===== src/rtl/multicycle_control_fsm_pkg.sv =====
// Shared encodings for the multi-cycle RV32I control path: opcodes, FSM states,
// datapath select codes and the opcode class record.
package multicycle_control_fsm_pkg;

    localparam logic [4:0] OPCODE_LOAD   = 5'b00000;
    localparam logic [4:0] OPCODE_STORE  = 5'b01000;
    localparam logic [4:0] OPCODE_OPIMM  = 5'b00100;
    localparam logic [4:0] OPCODE_OP     = 5'b01100;
    localparam logic [4:0] OPCODE_AUIPC  = 5'b00101;
    localparam logic [4:0] OPCODE_LUI    = 5'b01101;
    localparam logic [4:0] OPCODE_BRANCH = 5'b11000;
    localparam logic [4:0] OPCODE_JALR   = 5'b11001;
    localparam logic [4:0] OPCODE_JAL    = 5'b11011;
    localparam logic [4:0] OPCODE_SYSTEM = 5'b11100;

    typedef enum logic [2:0] {
        S_FETCH     = 3'd0,
        S_DECODE    = 3'd1,
        S_EXECUTE   = 3'd2,
        S_MEM       = 3'd3,
        S_WRITEBACK = 3'd4,
        S_HALT      = 3'd5
    } state_t;

    localparam logic [1:0] PC_SRC_PC4    = 2'd0;
    localparam logic [1:0] PC_SRC_TARGET = 2'd1;
    localparam logic [1:0] PC_SRC_JALR   = 2'd2;

    localparam logic [1:0] WB_SEL_ALU = 2'd0;
    localparam logic [1:0] WB_SEL_MEM = 2'd1;
    localparam logic [1:0] WB_SEL_PC4 = 2'd2;

    localparam logic [1:0] ALU_A_RS1  = 2'd0;
    localparam logic [1:0] ALU_A_PC   = 2'd1;
    localparam logic [1:0] ALU_A_ZERO = 2'd2;

    localparam logic ALU_B_RS2 = 1'b0;
    localparam logic ALU_B_IMM = 1'b1;

    typedef struct packed {
        logic alu;
        logic load;
        logic store;
        logic branch;
        logic jal;
        logic jalr;
        logic lui;
        logic auipc;
        logic system;
        logic illegal;
    } opcode_class_t;

endpackage


===== src/rtl/multicycle_control_fsm_opcode_class_decode.sv =====
// Combinational opcode (inst[6:2]) to one-hot instruction class; exactly one
// field is set for any input, unknown opcodes land in the illegal class.
module opcode_class_decode
    import multicycle_control_fsm_pkg::*;
(
    input  logic [4:0]    opcode,
    output opcode_class_t cls
);

    always_comb begin
        cls = '0;
        case (opcode)
            OPCODE_OP,
            OPCODE_OPIMM:  cls.alu     = 1'b1;
            OPCODE_LOAD:   cls.load    = 1'b1;
            OPCODE_STORE:  cls.store   = 1'b1;
            OPCODE_BRANCH: cls.branch  = 1'b1;
            OPCODE_JAL:    cls.jal     = 1'b1;
            OPCODE_JALR:   cls.jalr    = 1'b1;
            OPCODE_LUI:    cls.lui     = 1'b1;
            OPCODE_AUIPC:  cls.auipc   = 1'b1;
            OPCODE_SYSTEM: cls.system  = 1'b1;
            default:       cls.illegal = 1'b1;
        endcase
    end

endmodule


===== src/rtl/multicycle_control_fsm.sv =====
// Multi-cycle RV32I control FSM over one shared variable-latency memory port.
// Optional PERF_CNT_EN adds cycle_cnt / instret_cnt outputs.
module multicycle_control_fsm
    import multicycle_control_fsm_pkg::*;
#(
    parameter logic [2:0] RESET_STATE     = 3'd0,
    parameter bit         HALT_ON_ILLEGAL = 1'b1
) (
    input  logic       clk,
    input  logic       rst,
    input  logic [4:0] opcode,
    input  logic       branch_taken,
    input  logic       mem_ready,
    output logic       mem_req,
    output logic       mem_we,
    output logic       mem_addr_sel,
    output logic       ir_we,
    output logic       pc_we,
    output logic [1:0] pc_src,
    output logic [1:0] alu_a_sel,
    output logic       alu_b_sel,
    output logic       rf_we,
    output logic [1:0] wb_sel,
    output logic       halted,
    output logic       illegal,
    output logic [2:0] state_dbg
`ifdef PERF_CNT_EN
    ,
    output logic [31:0] cycle_cnt,
    output logic [31:0] instret_cnt
`endif
);

    state_t        state;
    logic          illegal_q;
    opcode_class_t cls;

    opcode_class_decode u_decode (
        .opcode (opcode),
        .cls    (cls)
    );

    always_ff @(posedge clk or posedge rst) begin
        if (rst) begin
            state     <= state_t'(RESET_STATE);
            illegal_q <= 1'b0;
        end else begin
            case (state)
                S_FETCH:     if (mem_ready) state <= S_DECODE;
                S_DECODE:    state <= S_EXECUTE;
                S_EXECUTE: begin
                    if (cls.branch)
                        state <= S_FETCH;
                    else if (cls.load || cls.store)
                        state <= S_MEM;
                    else if (cls.system)
                        state <= S_HALT;
                    else if (cls.illegal) begin
                        if (HALT_ON_ILLEGAL) begin
                            state     <= S_HALT;
                            illegal_q <= 1'b1;
                        end else begin
                            state <= S_FETCH;
                        end
                    end else
                        state <= S_WRITEBACK;
                end
                S_MEM:       if (mem_ready) state <= cls.store ? S_FETCH : S_WRITEBACK;
                S_WRITEBACK: state <= S_FETCH;
                S_HALT:      state <= S_HALT;
                default:     state <= S_FETCH;
            endcase
        end
    end

    // Outputs follow state plus same-cycle inputs; rst masks them so an
    // in-flight memory request drops without waiting for a clock edge.
    always_comb begin
        mem_req      = 1'b0;
        mem_we       = 1'b0;
        mem_addr_sel = 1'b0;
        ir_we        = 1'b0;
        pc_we        = 1'b0;
        pc_src       = PC_SRC_PC4;
        alu_a_sel    = ALU_A_RS1;
        alu_b_sel    = ALU_B_RS2;
        rf_we        = 1'b0;
        wb_sel       = WB_SEL_ALU;
        halted       = 1'b0;
        illegal      = 1'b0;
        if (!rst) begin
            case (state)
                S_FETCH: begin
                    mem_req = 1'b1;
                    ir_we   = mem_ready;
                end
                S_EXECUTE: begin
                    if (cls.alu) begin
                        alu_a_sel = ALU_A_RS1;
                        alu_b_sel = (opcode == OPCODE_OP) ? ALU_B_RS2 : ALU_B_IMM;
                    end else if (cls.load || cls.store || cls.jalr) begin
                        alu_a_sel = ALU_A_RS1;
                        alu_b_sel = ALU_B_IMM;
                    end else if (cls.auipc) begin
                        alu_a_sel = ALU_A_PC;
                        alu_b_sel = ALU_B_IMM;
                    end else if (cls.lui) begin
                        alu_a_sel = ALU_A_ZERO;
                        alu_b_sel = ALU_B_IMM;
                    end
                    if (cls.branch) begin
                        pc_we  = 1'b1;
                        pc_src = branch_taken ? PC_SRC_TARGET : PC_SRC_PC4;
                    end else if (cls.illegal && !HALT_ON_ILLEGAL) begin
                        pc_we  = 1'b1;
                        pc_src = PC_SRC_PC4;
                    end
                end
                S_MEM: begin
                    mem_req      = 1'b1;
                    mem_addr_sel = 1'b1;
                    mem_we       = cls.store;
                    if (mem_ready && cls.store) begin
                        pc_we  = 1'b1;
                        pc_src = PC_SRC_PC4;
                    end
                end
                S_WRITEBACK: begin
                    rf_we = 1'b1;
                    pc_we = 1'b1;
                    if (cls.load)
                        wb_sel = WB_SEL_MEM;
                    else if (cls.jal || cls.jalr)
                        wb_sel = WB_SEL_PC4;
                    if (cls.jal)
                        pc_src = PC_SRC_TARGET;
                    else if (cls.jalr)
                        pc_src = PC_SRC_JALR;
                end
                S_HALT: begin
                    halted  = 1'b1;
                    illegal = illegal_q;
                end
                default: ;
            endcase
        end
    end

    assign state_dbg = state;

`ifdef PERF_CNT_EN
    always_ff @(posedge clk or posedge rst) begin
        if (rst) begin
            cycle_cnt   <= 32'd0;
            instret_cnt <= 32'd0;
        end else begin
            if (state != S_HALT)
                cycle_cnt <= cycle_cnt + 32'd1;
            if (pc_we)
                instret_cnt <= instret_cnt + 32'd1;
        end
    end
`endif

endmodule

===== config.mk =====
export PLATFORM = sky130hd
export DESIGN_NAME = multicycle_control_fsm
export DESIGN_NICKNAME = d
export VERILOG_FILES = /design/src/rtl/multicycle_control_fsm_pkg.sv /design/src/rtl/multicycle_control_fsm_opcode_class_decode.sv /design/src/rtl/multicycle_control_fsm.sv
export SDC_FILE = /design/constraint.sdc
export NUM_CORES = 1
export LEC_CHECK = 0
export ABC_AREA = 1
export ABC_CLOCK_PERIOD_IN_PS = 1710
export BUFFER_PORTS_ARGS = -buffer_cell sky130_fd_sc_hd__buf_2
export CAP_MARGIN = 20
export CORE_AREA = 2 2 39 41
export DETAILED_ROUTE_END_ITERATION = 6
export DIE_AREA = 0 0 41 43
export HOLD_SLACK_MARGIN = 0.03
export PLACE_DENSITY = 0.68
export SLEW_MARGIN = 15
export SYNTH_ARGS = -nofsm -noshare
export SYNTH_HDL_FRONTEND = slang
export SYNTH_SLANG_ARGS = --single-unit
export TNS_END_PERCENT = 1

===== constraint.sdc =====
create_clock -name clk -period 1.71 [get_ports clk]
set_clock_uncertainty 0.2 [all_clocks]
set_input_delay 0.0855 -clock clk [delete_from_list [all_inputs] [get_ports clk]]
set_output_delay 0.0855 -clock clk [all_outputs]
set_load 0.01 [all_outputs]

==> metrics.txt <==
post-synthesis xor/xnor area fraction 0; largest family of logic cells by synthesized area simple AND/OR/NAND/NOR gates; Final ANT Viol Nets 0; leakage 0.403 nW; Syn Nets 94; Max Clock Freq 603 MHz; Vias/cell 4.94; crit path kind reg -> out; Routed Wire Length 1430 microns; layout cell share with drive strength beyond 1 0.455; port bufs 26; dpl ws 0.201 ns; Synth Area in Simple Gates 0.543; DRT Pass-1 Iters 3; Slew Limit Fails 0; # rows 14; Initial Utilization 0.350; Tightest Pin Transition 0.252 ns; nets@finish 132; total power 0.884 mW; routability congestion estimate 0.847; initial antenna violation count 0; DR iter-0 viols 5; Die Wd 41 microns; CP startpoint kind flop; Hold Startpoint opcode[2]; first-pass GRT wire length 2190 microns; maximum VDD drop 0.000422 V; Rel. slew slack 0.832; wire length per cell 10.5 microns; Vias 677; cell count after placement 126; total global-route track usage 0.184; number of distinct library cells after synthesis 22; clock root buffer clkbuf_4; Layout Utilization 0.569; Crit Path Max Fanout 7; IO Pins 27; Setup crit end kind output pin; crit path DAT 1.37 ns; final hold slack 0.0591 ns; complex-gate fraction of the synthesized area 0.127; multiplexer share of the synthesized area 0; cell area after synthesis 484 sq um; syn_area_per_cell 5.70 sq um; Adder-Cell Fraction of Synth Area 0; synth-to-layout area growth 62.5%; max incr delay on CP 0.47 ns; status complete, no violations; grt ovf 0; # diodes 0; PD cells 1120 mW/mm^2; final setup vio count 0; Worst-path clk slew 0.04 ns; Post-Layout Cell Count 137; Clk Latency, worst-skew pair 0.24 ns; unrepaired setup endpoints after global routing true; CTS Buffer Depth 2; Syn Inst Count 85; H-tree levels 1; Post-route DRC 0; die area 0.00176 sq mm; CP delay by family, top flip-flops; final hold viol count 0; max cap viols 0; core area 0.00138 sq mm; Buf+Inv Stages, Crit Path 2; reg2reg start state_dbg[2]; minimum clock period 1.66 ns; Seq cells post-synth 4; largest net degree at the start of global routing 11; Seq/Total Area, Yosys 0.207; Required @ worst endpoint 1.42 ns; YS warnings 0; # clock sinks 4; Final Worst Setup Slack 0.0508 ns; crit path from state_dbg[0]; cts bufs inserted 3; Tcrit/Tclk final 0.970; DP HPWL 1110 microns; slowest CP cell dfrtp_2; vias in the first global route 553; Die H 43 microns; crit path cell chain inv_2 -> nand3_4 -> nor2_4 -> o21ai_1 -> a31oi_1 -> buf_2; CTS tree built; Min-Delay Path Class in -> reg
power breakdown:
part	internal [mW]	total, mW	switching [mW]
logic	0.247	0.553	0.306
clock network	0.0787	0.120	0.0415
registers	0.132	0.211	0.0790
routing by layer:
layer	vias up	part of all wire	track usage
li1	351	-	-
met1	305	0.41	0.221
met2	21	0.52	0.294
met5	-	0	0
met3	0	0.068	0.0942
met4	0	0	0.0200
Yosys cell counts (all sizes together):
master  instances  share of area
nor2           16           0.14
inv            14           0.11
nand2          14           0.11
nand3          12           0.13
nor3            6          0.072
a21oi           5          0.052
dfrtp           4           0.21
nand4           3          0.039
o21ai           3          0.031
nand3b          2          0.031
a21boi          1          0.016
a31oi           1          0.013
clkbuf          1         0.0077
clkinv          1         0.0077
nand2b          1          0.013
o211ai          1          0.016
flip-flops by register name, indices dropped and copies added (netlist names):
name,count
state_dbg,3
illegal_q,1
worst paths after layout:
path / to / slack, ns / cells after the start
max: alu_b_sel / 0.05 / 6
min: illegal_q / 0.06 / 4
max reg2reg: illegal_q / 0.27 / 7
min reg2reg: illegal_q / 0.27 / 2
max in group asynchronous: state_dbg[0] / 0.94 / 3
min in group asynchronous: illegal_q / 0.19 / 3
final cells by class:
cell class / instances / area [sq um]
Fill cell: 142 / 597
Sequential cell: 4 / 103
Inverter: 15 / 58.8
Clock buffer: 3 / 22.5
Timing Repair Buffer: 34 / 195
Multi-Input combinational cell: 65 / 388
Tap cell: 16 / 20.0
worst reg2reg max path, cell delays in order (launching register included):
cell and delay (ns):
dfrtp_1 0.41, inv_4 0.12, nand2_2 0.08, nor2_4 0.14, buf_4 0.12, buf_4 0.09
nand4_1 0.08, o21ai_1 0.13
layout by cell type (no fill, tap or decap), drive strengths merged:
cell / n
a21oi: 5
nor2: 16
a31oi: 1
nand3b: 2
nor3: 6
nand3: 12
nand2: 14
dfrtp: 4
clkbuf: 3
dlygate4sd3: 2
clkinv: 1
o21ai: 3
inv: 14
nand2b: 1
nand4: 3
o211ai: 1
a21boi: 1
buf: 32
kinds of logic (layout without fill, tap and decap cells):
family / Yosys count / after routing
flip-flops: 4 / 4
AO/OA/AOI/OAI: 11 / 11
AND/OR/NAND/NOR: 54 / 54
buffers and inverters: 16 / 52
stage by stage:
step / TNS (ns) / area (sq um)
detailed placement: 0 / 631
CTS: -0.0401 / 677
finish: 0 / 787
global placement: 0 / 631
floorplan: 0 / 484
global route: -0.175 / 787
what timing repair did:
action	4_1_cts	5_1_grt
hold buffers	2	0
pin swaps	0	4
endpoints found under the setup margin	3	8
hold endpoints to repair	7	0
buffers inserted	0	6
gates resized for setup	2	17
No activity file was read; power rests on OpenSTA's default activity.
